<file path="config.mk">
export PLATFORM = sky130hd
export DESIGN_NAME = data_store_fifo_flat
export DESIGN_NICKNAME = d
export VERILOG_FILES = /design/src/rtl/data_store_fifo_if.sv /design/src/rtl/data_store_fifo.sv /design/src/flat_wrapper.sv
export SDC_FILE = /design/constraint.sdc
export NUM_CORES = 1
export LEC_CHECK = 0
export ABC_AREA = 0
export CAP_MARGIN = 25
export CORE_MARGIN = 3
export CORE_UTILIZATION = 40
export CTS_CLUSTER_DIAMETER = 50
export CTS_CLUSTER_SIZE = 14
export DETAILED_ROUTE_END_ITERATION = 16
export SLEW_MARGIN = 10
export SYNTH_ARGS = -nofsm -noshare
export SYNTH_HDL_FRONTEND = slang
export SYNTH_SLANG_ARGS = --single-unit
</file>
<file path="constraint.sdc">
create_clock -name clk -period 2.8 [get_ports clk]
set_input_delay 0.28 -clock clk [delete_from_list [all_inputs] [get_ports clk]]
set_output_delay 0.28 -clock clk [all_outputs]
set_load 0.05 [all_outputs]
</file>
<file path="src/rtl/data_store_fifo_if.sv">
// Bundle between commit stage, data-store FIFO, data memory write port and load path.
// The slave modport is the FIFO; the master modport is its surroundings.
interface data_store_fifo_if;
  logic [31:0] datafifo_addr_in;
  logic [31:0] datafifo_val_in;
  logic [1:0]  datafifo_size_in;
  logic        datafifo_valid_in;
  logic        datafifo_full;
  logic        datafifo_empty;
  logic [31:0] mem_waddr;
  logic [31:0] mem_wdata;
  logic [3:0]  mem_wstrb;
  logic        mem_wvalid;
  logic        mem_wready;
  logic [31:0] load_addr_in;
  logic        load_conflict;

  modport master (
    output datafifo_addr_in, datafifo_val_in, datafifo_size_in, datafifo_valid_in,
    input  datafifo_full, datafifo_empty,
    input  mem_waddr, mem_wdata, mem_wstrb, mem_wvalid,
    output mem_wready,
    output load_addr_in,
    input  load_conflict
  );

  modport slave (
    input  datafifo_addr_in, datafifo_val_in, datafifo_size_in, datafifo_valid_in,
    output datafifo_full, datafifo_empty,
    output mem_waddr, mem_wdata, mem_wstrb, mem_wvalid,
    input  mem_wready,
    input  load_addr_in,
    output load_conflict
  );
endinterface

</file>
<file path="src/rtl/data_store_fifo.sv">
// Committed-store buffer draining to the data memory write port, with load-overlap detection.
// Define DATAFIFO_LOAD_CONFLICT_EN for per-entry word compare; otherwise any pending store stalls loads.
module data_store_fifo #(
  parameter int unsigned DEPTH = 4
) (
  input logic              clk,
  input logic              reset,
  data_store_fifo_if.slave bus
);
  localparam int unsigned PtrW = (DEPTH > 1) ? $clog2(DEPTH) : 1;
  localparam int unsigned CntW = PtrW + 1;

  typedef struct packed {
    logic [29:0] waddr;
    logic [31:0] wdata;
    logic [3:0]  wstrb;
  } entry_t;

  entry_t          store_q [DEPTH];
  entry_t          push_entry;
  entry_t          head_entry;
  logic [PtrW-1:0] head_q, head_d;
  logic [PtrW-1:0] tail_q, tail_d;
  logic [CntW-1:0] count_q, count_d;
  logic            full, empty, push, pop;
  logic            conflict;

  // Status comes only from the count register, so full/empty have no input paths.
  assign full  = (count_q == CntW'(DEPTH));
  assign empty = (count_q == '0);
  assign push  = bus.datafifo_valid_in && !full;
  assign pop   = !empty && bus.mem_wready;

  always_comb begin
    push_entry.waddr = bus.datafifo_addr_in[31:2];
    push_entry.wdata = bus.datafifo_val_in;
    push_entry.wstrb = 4'hF;
    unique case (bus.datafifo_size_in)
      2'd0: begin
        push_entry.wdata = {4{bus.datafifo_val_in[7:0]}};
        push_entry.wstrb = 4'b0001 << bus.datafifo_addr_in[1:0];
      end
      2'd1: begin
        push_entry.wdata = {2{bus.datafifo_val_in[15:0]}};
        push_entry.wstrb = 4'b0011 << {bus.datafifo_addr_in[1], 1'b0};
      end
      default: ;
    endcase
  end

  always_comb begin
    head_d  = pop  ? head_q + PtrW'(1) : head_q;
    tail_d  = push ? tail_q + PtrW'(1) : tail_q;
    count_d = count_q;
    case ({push, pop})
      2'b10:   count_d = count_q + CntW'(1);
      2'b01:   count_d = count_q - CntW'(1);
      default: count_d = count_q;
    endcase
  end

  always_ff @(posedge clk) begin
    if (reset) begin
      head_q  <= '0;
      tail_q  <= '0;
      count_q <= '0;
    end else begin
      head_q  <= head_d;
      tail_q  <= tail_d;
      count_q <= count_d;
    end
  end

  // Storage needs no reset: occupancy alone decides what is visible.
  always_ff @(posedge clk) begin
    if (push) begin
      store_q[tail_q] <= push_entry;
    end
  end

  assign head_entry = store_q[head_q];

  assign bus.datafifo_full  = full;
  assign bus.datafifo_empty = empty;
  assign bus.mem_wvalid     = !empty;
  assign bus.mem_waddr      = empty ? 32'h0 : {head_entry.waddr, 2'b00};
  assign bus.mem_wdata      = empty ? 32'h0 : head_entry.wdata;
  assign bus.mem_wstrb      = empty ? 4'h0  : head_entry.wstrb;

`ifdef DATAFIFO_LOAD_CONFLICT_EN
  logic unused_load_lsb;
  assign unused_load_lsb = ^bus.load_addr_in[1:0];

  // Slot i is occupied when its distance from head is below the count.
  always_comb begin
    conflict = 1'b0;
    for (int unsigned i = 0; i < DEPTH; i++) begin
      if (({1'b0, PtrW'(PtrW'(i) - head_q)} < count_q) &&
          (store_q[i].waddr == bus.load_addr_in[31:2])) begin
        conflict = 1'b1;
      end
    end
  end
`else
  logic unused_load_addr;
  assign unused_load_addr = ^bus.load_addr_in;
  assign conflict = !empty;
`endif

  assign bus.load_conflict = conflict;

endmodule

</file>
<file path="src/flat_wrapper.sv">
// flat-port wrapper written by rule: the top's interface ports become plain ports
module data_store_fifo_flat 
#(
  parameter int unsigned DEPTH = 4
)
  (clk, reset, bus_datafifo_addr_in, bus_datafifo_val_in, bus_datafifo_size_in, bus_datafifo_valid_in, bus_datafifo_full, bus_datafifo_empty, bus_mem_waddr, bus_mem_wdata, bus_mem_wstrb, bus_mem_wvalid, bus_mem_wready, bus_load_addr_in, bus_load_conflict);
  data_store_fifo_if bus_i ();
  input logic clk;
  input logic reset;
  input wire logic [$bits(bus_i.datafifo_addr_in)-1:0] bus_datafifo_addr_in;
  input wire logic [$bits(bus_i.datafifo_val_in)-1:0] bus_datafifo_val_in;
  input wire logic [$bits(bus_i.datafifo_size_in)-1:0] bus_datafifo_size_in;
  input wire logic [$bits(bus_i.datafifo_valid_in)-1:0] bus_datafifo_valid_in;
  output wire logic [$bits(bus_i.datafifo_full)-1:0] bus_datafifo_full;
  output wire logic [$bits(bus_i.datafifo_empty)-1:0] bus_datafifo_empty;
  output wire logic [$bits(bus_i.mem_waddr)-1:0] bus_mem_waddr;
  output wire logic [$bits(bus_i.mem_wdata)-1:0] bus_mem_wdata;
  output wire logic [$bits(bus_i.mem_wstrb)-1:0] bus_mem_wstrb;
  output wire logic [$bits(bus_i.mem_wvalid)-1:0] bus_mem_wvalid;
  input wire logic [$bits(bus_i.mem_wready)-1:0] bus_mem_wready;
  input wire logic [$bits(bus_i.load_addr_in)-1:0] bus_load_addr_in;
  output wire logic [$bits(bus_i.load_conflict)-1:0] bus_load_conflict;
  assign bus_i.datafifo_addr_in = bus_datafifo_addr_in;
  assign bus_i.datafifo_val_in = bus_datafifo_val_in;
  assign bus_i.datafifo_size_in = bus_datafifo_size_in;
  assign bus_i.datafifo_valid_in = bus_datafifo_valid_in;
  assign bus_datafifo_full = bus_i.datafifo_full;
  assign bus_datafifo_empty = bus_i.datafifo_empty;
  assign bus_mem_waddr = bus_i.mem_waddr;
  assign bus_mem_wdata = bus_i.mem_wdata;
  assign bus_mem_wstrb = bus_i.mem_wstrb;
  assign bus_mem_wvalid = bus_i.mem_wvalid;
  assign bus_i.mem_wready = bus_mem_wready;
  assign bus_i.load_addr_in = bus_load_addr_in;
  assign bus_load_conflict = bus_i.load_conflict;
  data_store_fifo #(.DEPTH(DEPTH)) u_core (.clk(clk), .reset(reset), .bus(bus_i));
endmodule
</file>
==> qor.txt, run 1 <==
RSZ-0062 raised after global routing -> false
Fill cells -> 2144
CTS Buffer Depth -> 3
setup TNS -> 0 ns
area fraction in compound gates after synthesis -> 1.06%
vias in the first global route -> 5873
antenna cells -> 0
hpwl dp -> 13500 µm
Setup WS post-layout -> 0.0979 ns
post-synthesis adder-cell area fraction -> 0.761%
Initial Util -> 41.2%
PD cells -> 1040 mW/mm²
core area -> 0.0264 mm²
Synth Instances -> 530
Max-slew headroom -> 66.0%
dominant synthesized flop cell -> edfxtp_1
Final ANT Viol Nets -> 0
final setup violating endpoints -> 0
total global routing overflow -> 0
Util after Layout -> 51.9%
share of layout cells above drive strength 1 -> 31.3%
mux cell area share after synthesis -> 16.2%
CP required -> 2.52 ns
drt total wl -> 22400 µm
GRT Total Usage -> 15.4%
H-Tree Depth -> 1
run status -> completed
# clock sinks -> 273
Tcrit/Tclk final -> 96.5%
Synth Warn # -> 0
clock skew -> 0.0140 ns
area post-placement -> 0.0126 mm²
sequential fraction of the synthesis area -> 74.7%
Hold Vio Cnt, Final -> 0
DR WL/cell -> 21.4 µm
Post-CTS Setup Inserts -> 0
Final Max Tran Viols -> 0
FMAX -> 370 MHz
Distinct cells, synth -> 26
CTS Buf Count -> 31
Worst Path Arrival -> 2.42 ns
Tmin final -> 2.70 ns
standby leakage power -> 0.00459 µW
IO Count -> 174
main combinational cell family by area after synthesis -> multiplexers
GPL Wtd Cong -> 0.771
worst-path maximum fanout -> 33
chip width -> 171 µm
final net count -> 798
1st-pass router iterations -> 4
CP Class -> register to output pin
Reg clk slew, reported paths -> 0.05 ns
CTS tree -> built
crit-path cells -> or3_2 > buf_4 > clkdlybuf4s50_1
maxcap violations -> 0
Worst-Margin Slew -> 0.505 ns
Clk Latency, worst-skew pair -> 0.55 ns
Min-Delay Path Class -> input pin to register
Area Overhead vs Synth -> 26.0%
Iter 0 DRT Violations -> 308
critical path's slowest cell -> clkdlybuf4s50_1
Clock Tree Root -> clkbuf_16
hold buffers post-CTS -> 0
final instance area -> 0.0137 mm²
dpl cells -> 992
DR vias/cell -> 5.20
row cnt -> 59
XOR/XNOR share of the synthesized area -> 0.161%
Post-route DRC -> 0
detailed-route via count -> 5446
Worst VDD drop -> 831 µV
die height -> 171 µm
Post-synth EDFFs -> 264
CTS resizes -> 0
crit start category -> register
pre-CTS setup slack -> 0.424 ns
initial antenna violation count -> 0
synthesized area -> 0.0109 mm²
Simple-Gate Fraction of Synth Area -> 5.22%
die area -> 0.0292 mm²
IO buf count -> 139
Synth async-reset ratio -> 0%
fin cells -> 1047
first-pass GRT wire length -> 34400 µm
syn avg cell area -> 20.5 µm²
Setup crit end kind -> output pin
Critical Path Max Stage Delay -> 0.74 ns
largest net degree at the start of global routing -> 62
#FFs+latches synth -> 273
==> final timing paths <==
| path | from | to | slack [ns] | cells after the start |
|---|---|---|---|---|
| setup / recovery | u_core.count_q[2] | bus_load_conflict | 0.1 | 3 |
| hold / removal | bus_datafifo_addr_in[19] | u_core.store_q[2][53] | 0.37 | 1 |
| setup reg to reg | u_core.count_q[2] | u_core.count_q[2] | 0.49 | 9 |
| hold reg to reg | u_core.head_q[1] | register | 0.49 | 2 |
==> power breakdown <==
group / switching (µW) / internal, µW
Clock: 1640 / 2520
Combinational: 3230 / 1810
Sequential: 122 / 4900
==> cell families after synthesis <==
group                      Yosys count
AOI/OAI and AO/OA                   21
xor gates and xnor gates             2
adders and majority gates            6
buffers and inverters               39
DFF                                273
muxes                               91
other                                1
and+or+nand+nor                     97
==> through the flow <==
stage / power [µW] / hold WS, ns
detailed placement: 10200 / 0.489
global placement: 10200 / 0.468
CTS: 14400 / 0.344
finish: 14200 / 0.367
global route: 14900 / 0.365
floorplan: 8660 / 0.379
==> cell usage in the layout (no fill, tap or decap) <==
master           synthesis  layout
a21oi_1                  4       4
and2_1                  71      67
and2_4                   0       4
buf_12                   0      10
buf_4                    3      73
bufinv_16                0       5
clkbuf_1                13       1
clkbuf_16                0      31
clkdlybuf4s50_1          0      73
clkinv_1                 0       4
clkinv_2                 0       2
clkinv_4                 0       1
clkinv_8                 0       1
clkinvlp_4               0       3
conb_1                   1       2
dfxtp_1                  9       7
dfxtp_4                  0       2
edfxtp_1               264     264
fa_1                     1       1
ha_1                     5       5
inv_1                    9       9
inv_6                    0       4
inv_8                    0       3
mux2_2                  16      16
mux2i_1                  9       9
mux4_2                  66      66
nand2_1                  9       9
nand2b_1                 3       3
nand3_1                  1       1
nor2_1                   7       7
nor2b_1                  1       1
nor3b_2                  0       1
o21ai_0                 13      13
o21bai_1                 4       4
or3_1                    4       3
or3_2                    0       1
xor2_1                   2       2
==> metal layers <==
metal | up-vias | wire, µm | global-route usage, %
met5 | - | 0 | 0
met3 | 32 | 1620 | 4.39
met2 | 175 | 10800 | 25.5
met4 | 0 | 432 | 3.53
li1 | 2427 | - | -
met1 | 2812 | 9550 | 20.6
==> critical path: cells and delay by family, from the launching register on <==
family	cells	cell delay, ns
flops	1	0.33
simple gates	1	0.53
buf+inv	2	1.00
==> registers in the layout (all words and copies together) (netlist names), named ones only <==
name            flops
u_core.tail_q       2
u_core.count_q      3
u_core.head_q       2
u_core.store_q    264
==> final cells by class <==
cell class              instances  area, µm²  area share [%]
flip-flops and latches        273       8120            59.3
repair buffers                156       1480            10.8
inverters                       9       33.8           0.247
multi-input cells             219       2560            18.7
clock inverters                23        292            2.13
clock buffers                  32        779            5.70
well taps                     335        419            3.06
==> Yosys cell counts, drive strengths merged (7+ instances only) <==
master | n | share of area, %
buf | 16 | 1.1
nor2 | 7 | 0.24
mux2i | 9 | 0.83
mux4 | 66 | 14
mux2 | 16 | 1.7
clkbuf | 14 | 0.50
and2 | 71 | 4.1
o21ai | 13 | 0.60
nand2 | 9 | 0.31
edfxtp | 264 | 73
inv | 9 | 0.31
dfxtp | 9 | 1.7
Note: power is estimated with default switching activity, not from simulation.
==> run 2, diff against run 1 <==
==> constraint.sdc (replaced) <==
create_clock -name clk -period 2.8 [get_ports clk]
set_input_delay 0.28 -clock clk [delete_from_list [all_inputs] [get_ports clk]]
set_output_delay 0.28 -clock clk [all_outputs]
set_load 0.1 [all_outputs]
==> qor.txt, run 2 (synthesis gave the netlist of run 1 again) <==
dpl cells -> 995 (+0.30%)
Power Total -> 17000 µW (+19%)
reg2reg end -> u_core.count_q[2]
PD cells -> 1180 mW/mm² (+14%)
Tcrit/Tclk final -> 91.2% (-5.3 points)
# clock sinks -> 273 (unchanged)
Post-CTS Setup Inserts -> 0 (unchanged)
Hold Path End -> u_core.store_q[1][58]
commonest non-fill, non-tap cells in the layout -> edfxtp_1 (264), buf_12 (77), clkdlybuf4s50_1 (69)
Tmin final -> 2.55 ns (-0.149 ns)
CTS Buffer Depth -> 3 (unchanged)
core area -> 0.0264 mm² (unchanged)
largest net degree at the start of global routing -> 71 (+15%)
1st-pass router iterations -> 5 (+1)
IO Count -> 174 (unchanged)
GRT Total Usage -> 15.2% (-0.20 points)
CTS tree -> built
die area -> 0.0292 mm² (unchanged)
CP required -> 2.52 ns (about the same)
chip width -> 171 µm (unchanged)
fin cells -> 1040 (-0.67%)
critical path's slowest cell -> buf_4
clock skew -> 0.00884 ns (-0.00511 ns)
Area Overhead vs Synth -> 32.0%
buffers and inverters on the worst path -> 2 (unchanged)
Max-slew headroom -> 52.4% (-14 points)
worst hold path stage count -> 1 (unchanged)
commonest non-fill, non-tap cell in the layout -> edfxtp_1
Initial Util -> 41.2% (unchanged)
Final ANT Viol Nets -> 0 (unchanged)
Hold Vio Cnt, Final -> 0 (unchanged)
Regs by FF count -> u_core.store_q: 264 flops, u_core.count_q: 3 flops
row cnt -> 59 (unchanged)
max reg flops -> 264 (unchanged)
share of layout cells above drive strength 1 -> 31.1% (-0.26 points)
antenna cells -> 0 (unchanged)
detailed-route via count -> 5395 (-0.94%)
Min-Delay Path Class -> input pin to register
Crit path depth -> 4 (+1)
Clk Latency, worst-skew pair -> 0.52 ns (-0.03 ns)
initial antenna violation count -> 2 (+2)
hpwl dp -> 14000 µm (+3.5%)
pre-CTS setup slack -> 0.500 ns (+0.0758 ns)
hold buffers post-CTS -> 0 (unchanged)
Iter 0 DRT Violations -> 421 (+37%)
Hold WS -> 0.392 ns (+0.0256 ns)
Reg clk slew, reported paths -> 0.06 ns (about the same)
Worst Path Arrival -> 2.27 ns (-0.15 ns)
H-Tree Depth -> 1 (unchanged)
crit-path cells -> or3_2 > buf_4 > and2_1 > buf_12
maxcap violations -> 0 (unchanged)
Final Max Tran Viols -> 0 (unchanged)
FMAX -> 392 MHz (+5.8%)
final setup violating endpoints -> 0 (unchanged)
R2R Path Start -> u_core.count_q[0]
die height -> 171 µm (unchanged)
reg2reg path depth -> 9 (unchanged)
DR WL/cell -> 21.1 µm (-1.5%)
GPL Wtd Cong -> 0.757 (-1.8%)
Largest Register -> u_core.store_q
crit start category -> register
Worst path top cell family by delay -> buffers and inverters
IO buf count -> 139 (unchanged)
CP Class -> register to output pin
DR vias/cell -> 5.19 (-0.27%)
Hold Path Origin -> bus_datafifo_addr_in[24]
drt total wl -> 22000 µm (-2.1%)
Post-route DRC -> 0 (unchanged)
worst-path maximum fanout -> 70 (+110%)
Worst R2R Setup Slack -> 0.65 ns (+0.16 ns)
Worst VDD drop -> 807 µV (-2.8%)
Setup WS post-layout -> 0.247 ns (+0.149 ns)
final instance area -> 0.0143 mm² (+4.7%)
vias in the first global route -> 5931 (+0.99%)
total global routing overflow -> 0 (unchanged)
CTS Buf Count -> 27 (-13%)
final net count -> 797 (-0.13%)
Clock Tree Root -> clkbuf_16
first-pass GRT wire length -> 34100 µm (-0.88%)
Setup crit end kind -> output pin
Worst-Margin Slew -> 0.714 ns (+0.209 ns)
run status -> completed
area post-placement -> 0.0135 mm² (+6.8%)
Critical Path Max Stage Delay -> 0.56 ns (-0.18 ns)
standby leakage power -> 0.00474 µW (+3.2%)
CTS resizes -> 0 (unchanged)
RSZ-0062 raised after global routing -> false
==> run 2: cell count changes in the layout (fill, tap and decap cells not counted), moves of 2 or more <==
cell | previous run | this run
buf_12 | 10 | 77
buf_4 | 73 | 13
bufinv_16 | 5 | 3
clkbuf_1 | 1 | 5
clkbuf_16 | 31 | 27
clkdlybuf4s50_1 | 73 | 69
clkinv_1 | 4 | 1
clkinv_4 | 1 | 4
clkinvlp_4 | 3 | 1
inv_8 | 3 | 0
==> run 2: routing by layer <==
layer	GRT usage [%]	vias to the layer above	wire [µm]
li1	-	2420	-
met4	2.72	4	178
met5	0	-	34
met1	20.5	2773	9160
met3	3.81	20	1610
met2	25.7	178	11000
==> run 2: metrics by stage <==
stage / TNS [ns] / util, %
final: 0 / 54.4
after global routing: 0 / 54.4
after floorplan: -0.0746 / -
after global placement: 0 / 51.1
after CTS: 0 / 54.4
after detailed placement: 0 / 51.1
==> run 2: worst max path at each step <==
| stage | slack, ns | endpoint | startpoint |
|---|---|---|---|
| floorplan | -0.008 | bus_mem_waddr[22] | u_core.count_q[0] |
| global placement | 0.59 | u_core.count_q[2] | bus_datafifo_valid_in |
| detailed placement | 0.50 | u_core.count_q[2] | bus_datafifo_valid_in |
| CTS | 0.18 | bus_mem_wdata[30] | u_core.count_q[0] |
| global route | 0.08 | bus_mem_wdata[3] | u_core.count_q[0] |
| finish | 0.25 | bus_mem_wdata[9] | u_core.count_q[0] |
==> run 2: where the power goes <==
part	leakage, µW	internal (µW)	switching [µW]
Combinational	0.00183	2990	5430
Clock	0.000417	2060	1470
Sequential	0.00250	4900	116
Total	0.00474	9940	7020
==> run 2: worst register-to-register path, cell delays in order (launching register included) <==
cell and delay (ns):
dfxtp_1 0.36, nor3b_4 0.27, nor2_1 0.16, inv_1 0.09, ha_1 0.17, inv_1 0.06, fa_1 0.37, xor2_1 0.15
or3_1 0.30, a21oi_1 0.15
==> run 2: final cells by class <==
type                       instances  area, µm²
sequential                       273       8120
timing repair buffer             159       2330
fill                            1993      12000
multi-input combinational        219       2570
tap                              335        419
clock buffer                      32        694
inverter                           9       33.8
clock inverter                    13        168
